--- config.mk ---
export PLATFORM = sky130hd
export DESIGN_NAME = chimera_test_sequencer
export DESIGN_NICKNAME = d
export VERILOG_FILES = /design/src/rtl/chimera_test_pkg.sv /design/src/rtl/chimera_ch_timer.sv /design/src/rtl/chimera_test_sequencer.sv
export SDC_FILE = /design/constraint.sdc
export NUM_CORES = 1
export LEC_CHECK = 0
export CORE_MARGIN = 3
export CORE_UTILIZATION = 50
export CTS_BUF_LIST = sky130_fd_sc_hd__clkbuf_4
export DETAILED_ROUTE_END_ITERATION = 10
export GPL_TIMING_DRIVEN = 0
export PLACE_DENSITY = 0.74
export RECOVER_POWER = 25
export SLEW_MARGIN = 20
export SYNTH_ARGS = -nofsm -noshare
export SYNTH_HDL_FRONTEND = slang
export SYNTH_HIERARCHICAL = 1
export SYNTH_SLANG_ARGS = --single-unit
--- constraint.sdc ---
create_clock -name clock -period 2.4 [get_ports clock]
set_input_delay 0.48 -clock clock [delete_from_list [all_inputs] [get_ports clock]]
set_output_delay 0.48 -clock clock [all_outputs]
set_load 0.05 [all_outputs]
--- src/rtl/chimera_test_pkg.sv ---
// Shared types and constants for the Chimera self-test run controller.
// Pure declarations: no latency, no flow control.
package chimera_test_pkg;

  typedef enum logic [2:0] {
    IDLE   = 3'd0,
    LAUNCH = 3'd1,
    WAIT   = 3'd2,
    NEXT   = 3'd3,
    REPORT = 3'd4
  } state_t;

  localparam logic MODE_SEQ = 1'b0;
  localparam logic MODE_PAR = 1'b1;

  localparam int DEFAULT_TIMEOUT = 16;

endpackage

--- src/rtl/chimera_ch_timer.sv ---
// Run timer: load clears, enable counts up saturating at TIMEOUT; expire is combinational.
// No backpressure; expire is high in the enabled cycle whose increment reaches TIMEOUT.
module chimera_ch_timer
  import chimera_test_pkg::*;
#(
  parameter int TIMEOUT = DEFAULT_TIMEOUT
) (
  input  logic clock,
  input  logic reset,
  input  logic load,
  input  logic enable,
  output logic expire
);

  localparam int TW = $clog2(TIMEOUT + 1);

  logic [TW-1:0] cnt;

  always_ff @(posedge clock) begin
    if (reset) begin
      cnt <= '0;
    end else if (load) begin
      cnt <= '0;
    end else if (enable && cnt != TW'(TIMEOUT)) begin
      cnt <= cnt + TW'(1);
    end
  end

  // Flag the cycle in which the count steps onto TIMEOUT.
  assign expire = enable && (cnt == TW'(TIMEOUT - 1));

endmodule

--- src/rtl/chimera_test_sequencer.sv ---
// Launches NUM_CH self-test channels sequentially or in parallel, with per-run timeout and result masks.
// Registered outputs; ch_start one cycle after go; no backpressure (go outside IDLE is dropped).
module chimera_test_sequencer
  import chimera_test_pkg::*;
#(
  parameter int NUM_CH  = 2,
  parameter int TIMEOUT = DEFAULT_TIMEOUT,
  parameter int CNT_W   = 16,
  parameter int CH_W    = (NUM_CH > 1) ? $clog2(NUM_CH) : 1
) (
  input  logic              clock,
  input  logic              reset,
  input  logic              go,
  input  logic              mode,
  input  logic [NUM_CH-1:0] ch_enable,
  output logic [NUM_CH-1:0] ch_start,
  input  logic [NUM_CH-1:0] ch_done,
  input  logic [NUM_CH-1:0] ch_pass,
  output logic              busy,
  output logic              run_done,
  output logic [NUM_CH-1:0] pass_mask,
  output logic [NUM_CH-1:0] timeout_mask,
  output logic              all_pass,
  output logic [CNT_W-1:0]  cycle_count,
  output logic [CH_W-1:0]   active_ch
);

  state_t            state;
  logic              mode_q;
  logic [NUM_CH-1:0] en_q;
  logic [NUM_CH-1:0] pend;
  logic              expire;

  logic [NUM_CH-1:0] dn;
  logic [NUM_CH-1:0] pend_left;
  logic [NUM_CH-1:0] pass_upd;
  logic [NUM_CH-1:0] to_upd;
  logic              all_resolved;
  logic [CH_W:0]     first_sel;
  logic [CH_W:0]     next_sel;

  // Lowest set index of m at or above start; MSB of the result is the found flag.
  function automatic logic [CH_W:0] first_from(input logic [NUM_CH-1:0] m, input int start);
    logic            found;
    logic [CH_W-1:0] idx;
    found = 1'b0;
    idx   = '0;
    for (int i = 0; i < NUM_CH; i++) begin
      if (!found && i >= start && m[i]) begin
        found = 1'b1;
        idx   = CH_W'(i);
      end
    end
    return {found, idx};
  endfunction

  function automatic logic [NUM_CH-1:0] onehot(input logic [CH_W-1:0] i);
    return NUM_CH'(1) << i;
  endfunction

  chimera_ch_timer #(
    .TIMEOUT (TIMEOUT)
  ) u_timer (
    .clock  (clock),
    .reset  (reset),
    .load   (state == LAUNCH),
    .enable (state == WAIT),
    .expire (expire)
  );

  // A done pulse in the expiry cycle resolves its channel first, so it never times out.
  always_comb begin
    dn           = ch_done & pend;
    pend_left    = pend & ~dn;
    pass_upd     = pass_mask | (dn & ch_pass);
    to_upd       = timeout_mask | (expire ? pend_left : '0);
    all_resolved = (pend_left == '0) || expire;
    first_sel    = first_from(ch_enable, 0);
    next_sel     = first_from(en_q, int'(active_ch) + 1);
  end

  always_ff @(posedge clock) begin
    if (reset) begin
      state        <= IDLE;
      mode_q       <= MODE_SEQ;
      en_q         <= '0;
      pend         <= '0;
      ch_start     <= '0;
      busy         <= 1'b0;
      run_done     <= 1'b0;
      pass_mask    <= '0;
      timeout_mask <= '0;
      all_pass     <= 1'b0;
      cycle_count  <= '0;
      active_ch    <= '0;
    end else begin
      ch_start <= '0;
      run_done <= 1'b0;
      if (busy && cycle_count != '1) cycle_count <= cycle_count + CNT_W'(1);

      case (state)
        IDLE: begin
          if (go) begin
            mode_q       <= mode;
            en_q         <= ch_enable;
            pass_mask    <= '0;
            timeout_mask <= '0;
            cycle_count  <= '0;
            busy         <= 1'b1;
            if (ch_enable == '0) begin
              state     <= REPORT;
              run_done  <= 1'b1;
              all_pass  <= 1'b1;
              active_ch <= '0;
            end else begin
              state    <= LAUNCH;
              all_pass <= 1'b0;
              if (mode == MODE_PAR) begin
                active_ch <= '0;
                ch_start  <= ch_enable;
                pend      <= ch_enable;
              end else begin
                active_ch <= first_sel[CH_W-1:0];
                ch_start  <= onehot(first_sel[CH_W-1:0]);
                pend      <= onehot(first_sel[CH_W-1:0]);
              end
            end
          end
        end
        LAUNCH: state <= WAIT;
        WAIT: begin
          pass_mask    <= pass_upd;
          timeout_mask <= to_upd;
          pend         <= expire ? '0 : pend_left;
          if (all_resolved) begin
            if (mode_q == MODE_PAR) begin
              state    <= REPORT;
              run_done <= 1'b1;
              all_pass <= (pass_upd == en_q);
            end else begin
              state <= NEXT;
            end
          end
        end
        NEXT: begin
          if (next_sel[CH_W]) begin
            state     <= LAUNCH;
            active_ch <= next_sel[CH_W-1:0];
            ch_start  <= onehot(next_sel[CH_W-1:0]);
            pend      <= onehot(next_sel[CH_W-1:0]);
          end else begin
            state    <= REPORT;
            run_done <= 1'b1;
            all_pass <= (pass_mask == en_q);
          end
        end
        REPORT: begin
          busy  <= 1'b0;
          state <= IDLE;
        end
        default: state <= IDLE;
      endcase
    end
  end

endmodule
# After elaboration in Yosys (flattened, before gate mapping)
# Index checks and enable logic that the tools add are counted.
[totals] output_inout_bits=26 inputBits=10 wordCells=112 register_bits=39
[classes] n_eq_ne=15 n_addsub=3 n_bitwise=6 reduce_logical=25 shifts=2 n_lt_le_gt_ge=2 muxes=46
[op_table] operator="16-bit two-way mux" n=3
[op_table] operator="2-bit two-way mux" n=10
[op_table] operator="1-bit two-way mux" n=19
[op_table] operator="16-bit by 1-bit adder with 16-bit output, second input constant" n=1
[op_table] operator="16-bit != test, second input constant" n=1
[op_table] operator="3-bit two-way mux" n=5
[op_table] operator="2-bit != test, second input constant" n=6
[op_table] operator="2-bit case mux with 2 select lines" n=3
[op_table] operator="3-bit case mux with 4 select lines" n=1
[op_table] operator="2-bit AND reduction" n=4
[op_table] operator="1-bit logical AND" n=7
[op_table] operator="2-bit AND" n=3
[op_table] operator="3-bit by 2-bit equality test with 1-bit output, second input constant" n=2
[op_table] operator="1-bit case mux with 3 select lines" n=2
[op_table] operator="2-bit case mux with 3 select lines" n=1
[op_table] operator="2-bit nonzero test" n=3
[op_table] operator="5-bit by 1-bit adder with 5-bit output, second input constant" n=1
[op_table] operator="5-bit by 4-bit equality test with 1-bit output, second input constant" n=1
[op_table] operator="5-bit != test, second input constant" n=1
[op_table] operator="5-bit AND reduction" n=1
[op_table] operator="2-bit equality test" n=2
[op_table] operator="1-bit by 2-bit >= comparator with 1-bit output, first input constant" n=2
[op_table] operator="2-bit logical NOT" n=2
[op_table] operator="2-bit OR" n=2
[op_table] operator="13 further kinds" n=16

# Logic depth before layout (Yosys ltp)
[depth] word_depth=11 ltp_mapped=9 mapped_depth_nobuf=9

# Cells and area by module
# The synthesis kept the hierarchy.
[by_module_without_submodules] mod="chimera_test_sequencer" seq_area_each_um2=680.7 area_each_um2=1707.9 cells_each=189 instances=1
[by_module_without_submodules] mod="chimera_ch_timer" seq_area_each_um2=100.1 area_each_um2=286.5 cells_each=31 instances=1

# Worst setup path before layout
# Ideal clock, no wire load.
[synth_path] kind="register -> register" startpoint="register state[1]" endpoint="register all_pass" stages_incl_launch_ff=8 path_slack_ns=0.272 required_ns=2.283 synth_period_minus_slack_ns=2.128 setup_ns=0.117 n_path_buf=0 arrival_ns=2.011 cell_sequence="dfxtp_1 -> nor3b_4 -> and2_1 -> nor4b_1 -> a21oi_2 -> nand2_2 -> or3_1 -> a32o_1"
[synth_via] elab_chain_cells=5 word_cells_on_any_way=12 cone_classes="6 x eq/ne; 1 x mux; 5 x reduce/logical"
[synth_lines] element="start, declared" line_no="chimera_test_sequencer.sv:28" text="state_t state;"
[synth_lines] element="start signal, assigned" line_no="chimera_test_sequencer.sv:84" text="state <= IDLE;"
[synth_lines] element="start signal, assigned" line_no="chimera_test_sequencer.sv:111" text="state <= REPORT;"
[synth_lines] element="start signal, assigned" line_no="chimera_test_sequencer.sv:116" text="state <= LAUNCH;"
[synth_lines] element="3-bit by 2-bit equality test with 1-bit output" line_no="chimera_test_sequencer.sv:67" text=".enable (state == WAIT),"
[synth_lines] element="1-bit logical AND" line_no="chimera_ch_timer.sv:30" text="assign expire = enable && (cnt == TW'(TIMEOUT - 1));"
[synth_lines] element="net expire" line_no="chimera_test_sequencer.sv:32" text="logic expire;"
[synth_lines] element="1-bit logical OR" line_no="chimera_test_sequencer.sv:77" text="all_resolved = (pend_left == '0) || expire;"
[synth_lines] element="2-bit != test (no source line)"
[synth_lines] element="5-bit AND reduction (no source line)"
[synth_lines] element="end signal, assigned" line_no="chimera_test_sequencer.sv:139" text="all_pass <= (pass_upd == en_q);"
[synth_lines] element="end signal, assigned" line_no="chimera_test_sequencer.sv:154" text="all_pass <= (pass_mask == en_q);"
[synth_lines] element="end, declared" line_no="chimera_test_sequencer.sv:23" text="output logic all_pass,"
# The timed path passes the listed nets, and every way through them passes these cells.
# A chain may end at the register's enable or synchronous reset.

# Final worst setup path
[layout_path] startpoint="register u_timer.cnt[0]" endpoint="register all_pass"
[layout_via] elab_chain_cells=5
[layout_lines] element="start, declared" line_no="chimera_ch_timer.sv:17" text="logic [TW-1:0] cnt;"
[layout_lines] element="start signal, assigned" line_no="chimera_ch_timer.sv:25" text="cnt <= cnt + TW'(1);"
[layout_lines] element="5-bit by 4-bit equality test with 1-bit output" line_no="chimera_ch_timer.sv:30"
[layout_lines] element="1-bit logical AND" line_no="chimera_ch_timer.sv:30"
[layout_lines] element="net expire" line_no="chimera_test_sequencer.sv:32"
[layout_lines] element="1-bit logical OR" line_no="chimera_test_sequencer.sv:77"
[layout_lines] element="2-bit != test (no source line)"
[layout_lines] element="5-bit AND reduction (no source line)"
# The timed path passes the listed nets, and every way through them passes these cells.

==> reports/qor.yml <==
avgSynthCellArea_um2: 9.07
synth_compound_area_frac: 0.149
rsz0062_at_grt: "no"
min_period_over_period: 0.890
cell_internal_pwr_mw: 1.08
grt_first_pass_wirelength_um: 7410
synth-warning-count: 6
muxShareOfSynthArea: 0.0151
synth_top_family_by_area: "simple AND/OR/NAND/NOR gates"
grt_pass1_vias: 1664
dieArea_mm2: 0.00478
place.gp.congestion: 0.797
r2r_start: "u_timer/cnt[0]"
layout_setup_ws_ps: 263
outcome: "complete, no violations"
rows: 22
worstHoldEndpoint: "pass_mask[0]"
p_sw_mw: 0.526
required_ps: 2640
grt_overflow: 0
period_minus_slack_ps: 2140
synthAdderAreaFrac: 0.0251
ys_async_sr_fraction: 0
fin_skew_ps: 13.4
yosysUniqueCellTypes: 51
cts_sinks: 39
drcViolationCount: 0
rrSetupSlack_ps: 260
grtUsageTotal: 0.187
clk_pin_slew_ps: 120
max_slew_margin: 0.656
regToRegEndpoint: "all_pass"
crit_type: "reg2reg"
grt_max_degree: 14
ys_seq_elements: 39
setup_tns_ps: 0
die_w_um: 69.2
vias: 1767
cp-end-kind: "register"
total_power_mw: 1.61
pin_count: 36
hold_class: "reg2reg"
power_frac_seq: 0.460
core_mm2: 0.00374
synth-main-ff-cell: "dfxtp_1"
ff2ff_path_depth: 9
synth-xor-area-share: 0.0615
max_slew.worst_pin.slew_ps: 515
cts_tree: "done"
antenna_cells: 0
slowest_stage: "dfxtp_1"
hold_viol_final: 0
combPwrFrac: 0.263
nets: 277
switching_share: 0.327
root_buffer: "clkbuf_4"
clockBufferDepth: 2
drt-vias-per-instance: 5.66
setup_viol: 0
critPathArrivalTime_ps: 2380
synth-simple-area-share: 0.321
worstHoldStart: "pass_mask[0]"
synth.cell_area_mm2: 0.00199
powerDensity_mw_per_mm2: 651
netlist.top_cell.by_area: "dfxtp_1"
place_ws_ps: -5.33
whs_path_depth: 2
synth_top_area_share: 0.391
synth_nets: 234
fmax_mhz: 468
drt-initial-drc-count: 142
hpwlAfterDp_um: 3190
drive_gt1_frac: 0.117
cts_buffers: 5
syn_to_final_growth_pct: 23.8
antenna_found_initial: 0
port_buffers: 35
clock_latency_ps: 350
ys_top_cells_by_area: "dfxtp_1 (39%), nor2_1 (4.9%), nand4_1 (3.5%)"
dieHeight_um: 69.2
crit_fanout: 5
cp_common_cell: "ha_1"
wire_per_inst_um: 13.8
start_util: 0.533
synth_cells: 220
slew_viol_final: 0
ir_worst_vdd_v: 0.000387
firstDrtPassIters: 4
p_leak_nw: 0.877
stdcell_count: 312
holdBufCountCts: 0
drt-total-wl_um: 4290
setup.worst_path.start_class: "register"
dp_cells: 303
post_cts_resized: 0
drv_cap: 0
synth-seq-area-share: 0.391
htree_levels: 2
synth.top_cells.by_count: "dfxtp_1 (39), nor2_1 (26), nand2_1 (16)"
final_util: 0.660
synth.most_common_cell: "dfxtp_1"
cp_cell_sequence: "ha_1 > and3_1 > ha_1 > and2_1 > nor4b_1 > a21oi_2 > nand2_2 > or3_1 > a32o_1"
clockPowerShare: 0.277
synth_edf_count: 0
critPathMaxStageDelay_ps: 410
postRouteAntennaNets: 0
flip-flops by register name, summed over array words and instances, names as in the netlist, 2 cells and up:
signal        cells
ch_start          2
cycle_count      16
en_q              2
pass_mask         2
pend              2
state             3
timeout_mask      2
u_timer/cnt       5
worst max path at each step:
stage | endpoint | start | depth (start not counted)
floorplan | all_pass | state[1] | 7
global placement | all_pass | state[1] | 7
detailed placement | all_pass | state[1] | 7
CTS | cycle_count[10] | cycle_count[10] | 1
global route | all_pass | u_timer/cnt[0] | 9
finish | all_pass | u_timer/cnt[0] | 9
power by group through the flow:
stage	logic (mW)	registers, mW	clock network, mW
floorplan	0.278	0.793	0
global placement	0.425	0.754	0
detailed placement	0.430	0.756	0
CTS	0.437	0.741	0.464
global route	0.464	0.747	0.497
finish	0.423	0.740	0.445
repair_timing:
item	in CTS	in global routing
endpoints found under the hold margin	0	0
setup buffers	1	0
setup endpoints to repair	1	0
cell usage in the layout (no fill, tap or decap), drive strengths merged, types with 8 or more instances in the layout:
master	n
nand2	19
nor2	27
clkbuf	8
nor3	12
dfxtp	39
a21oi	12
clkdlybuf4s50	34
nand4	13
cell families (layout without fill, tap and decap cells):
group / after synthesis / in the layout
AO/OA/AOI/OAI: 40 / 40
XOR/XNOR: 14 / 14
adder cells (fa/ha/maj): 4 / 4
buffers and inverters: 13 / 57
flip-flops: 39 / 39
multiplexers: 3 / 3
AND/OR/NAND/NOR: 107 / 107
routing by layer:
layer  vias to the layer above  track usage  routed length [um]
met4                         0       0.0846                  48
li1                        886            -                   -
met2                        49        0.314                2040
met5                         -            0                   0
met3                         6       0.0496                 246
met1                       826        0.223                1960
layout make-up:
type / count / area (um^2)
inverters: 7 / 26.3
clock inverters: 3 / 43.8
fillers: 326 / 1270
flip-flops and latches: 39 / 781
repair buffers: 36 / 358
clock buffers: 5 / 37.5
well taps: 48 / 60.1
multi-input cells: 168 / 1120
plain buffers: 6 / 38.8
critical path, delay by kind of cell (launching register included):
kind	cells	cell delay (ps)
AO/OA/AOI/OAI	2	410
adder cells (fa/ha/maj)	2	310
AND/OR/NAND/NOR	5	890
flip-flops	1	410
metrics by stage:
| stage | area [um^2] | hold WS [ps] |
|---|---|---|
| 6_report | 2470 | 489 |
| 5_1_grt | 2470 | 509 |
| 4_1_cts | 2490 | 490 |
| 3_5_place_dp | 2400 | 468 |
| 3_3_place_gp | 2400 | 462 |
| 2_1_floorplan | 1990 | 462 |
Power figures use the tool's default switching activity.
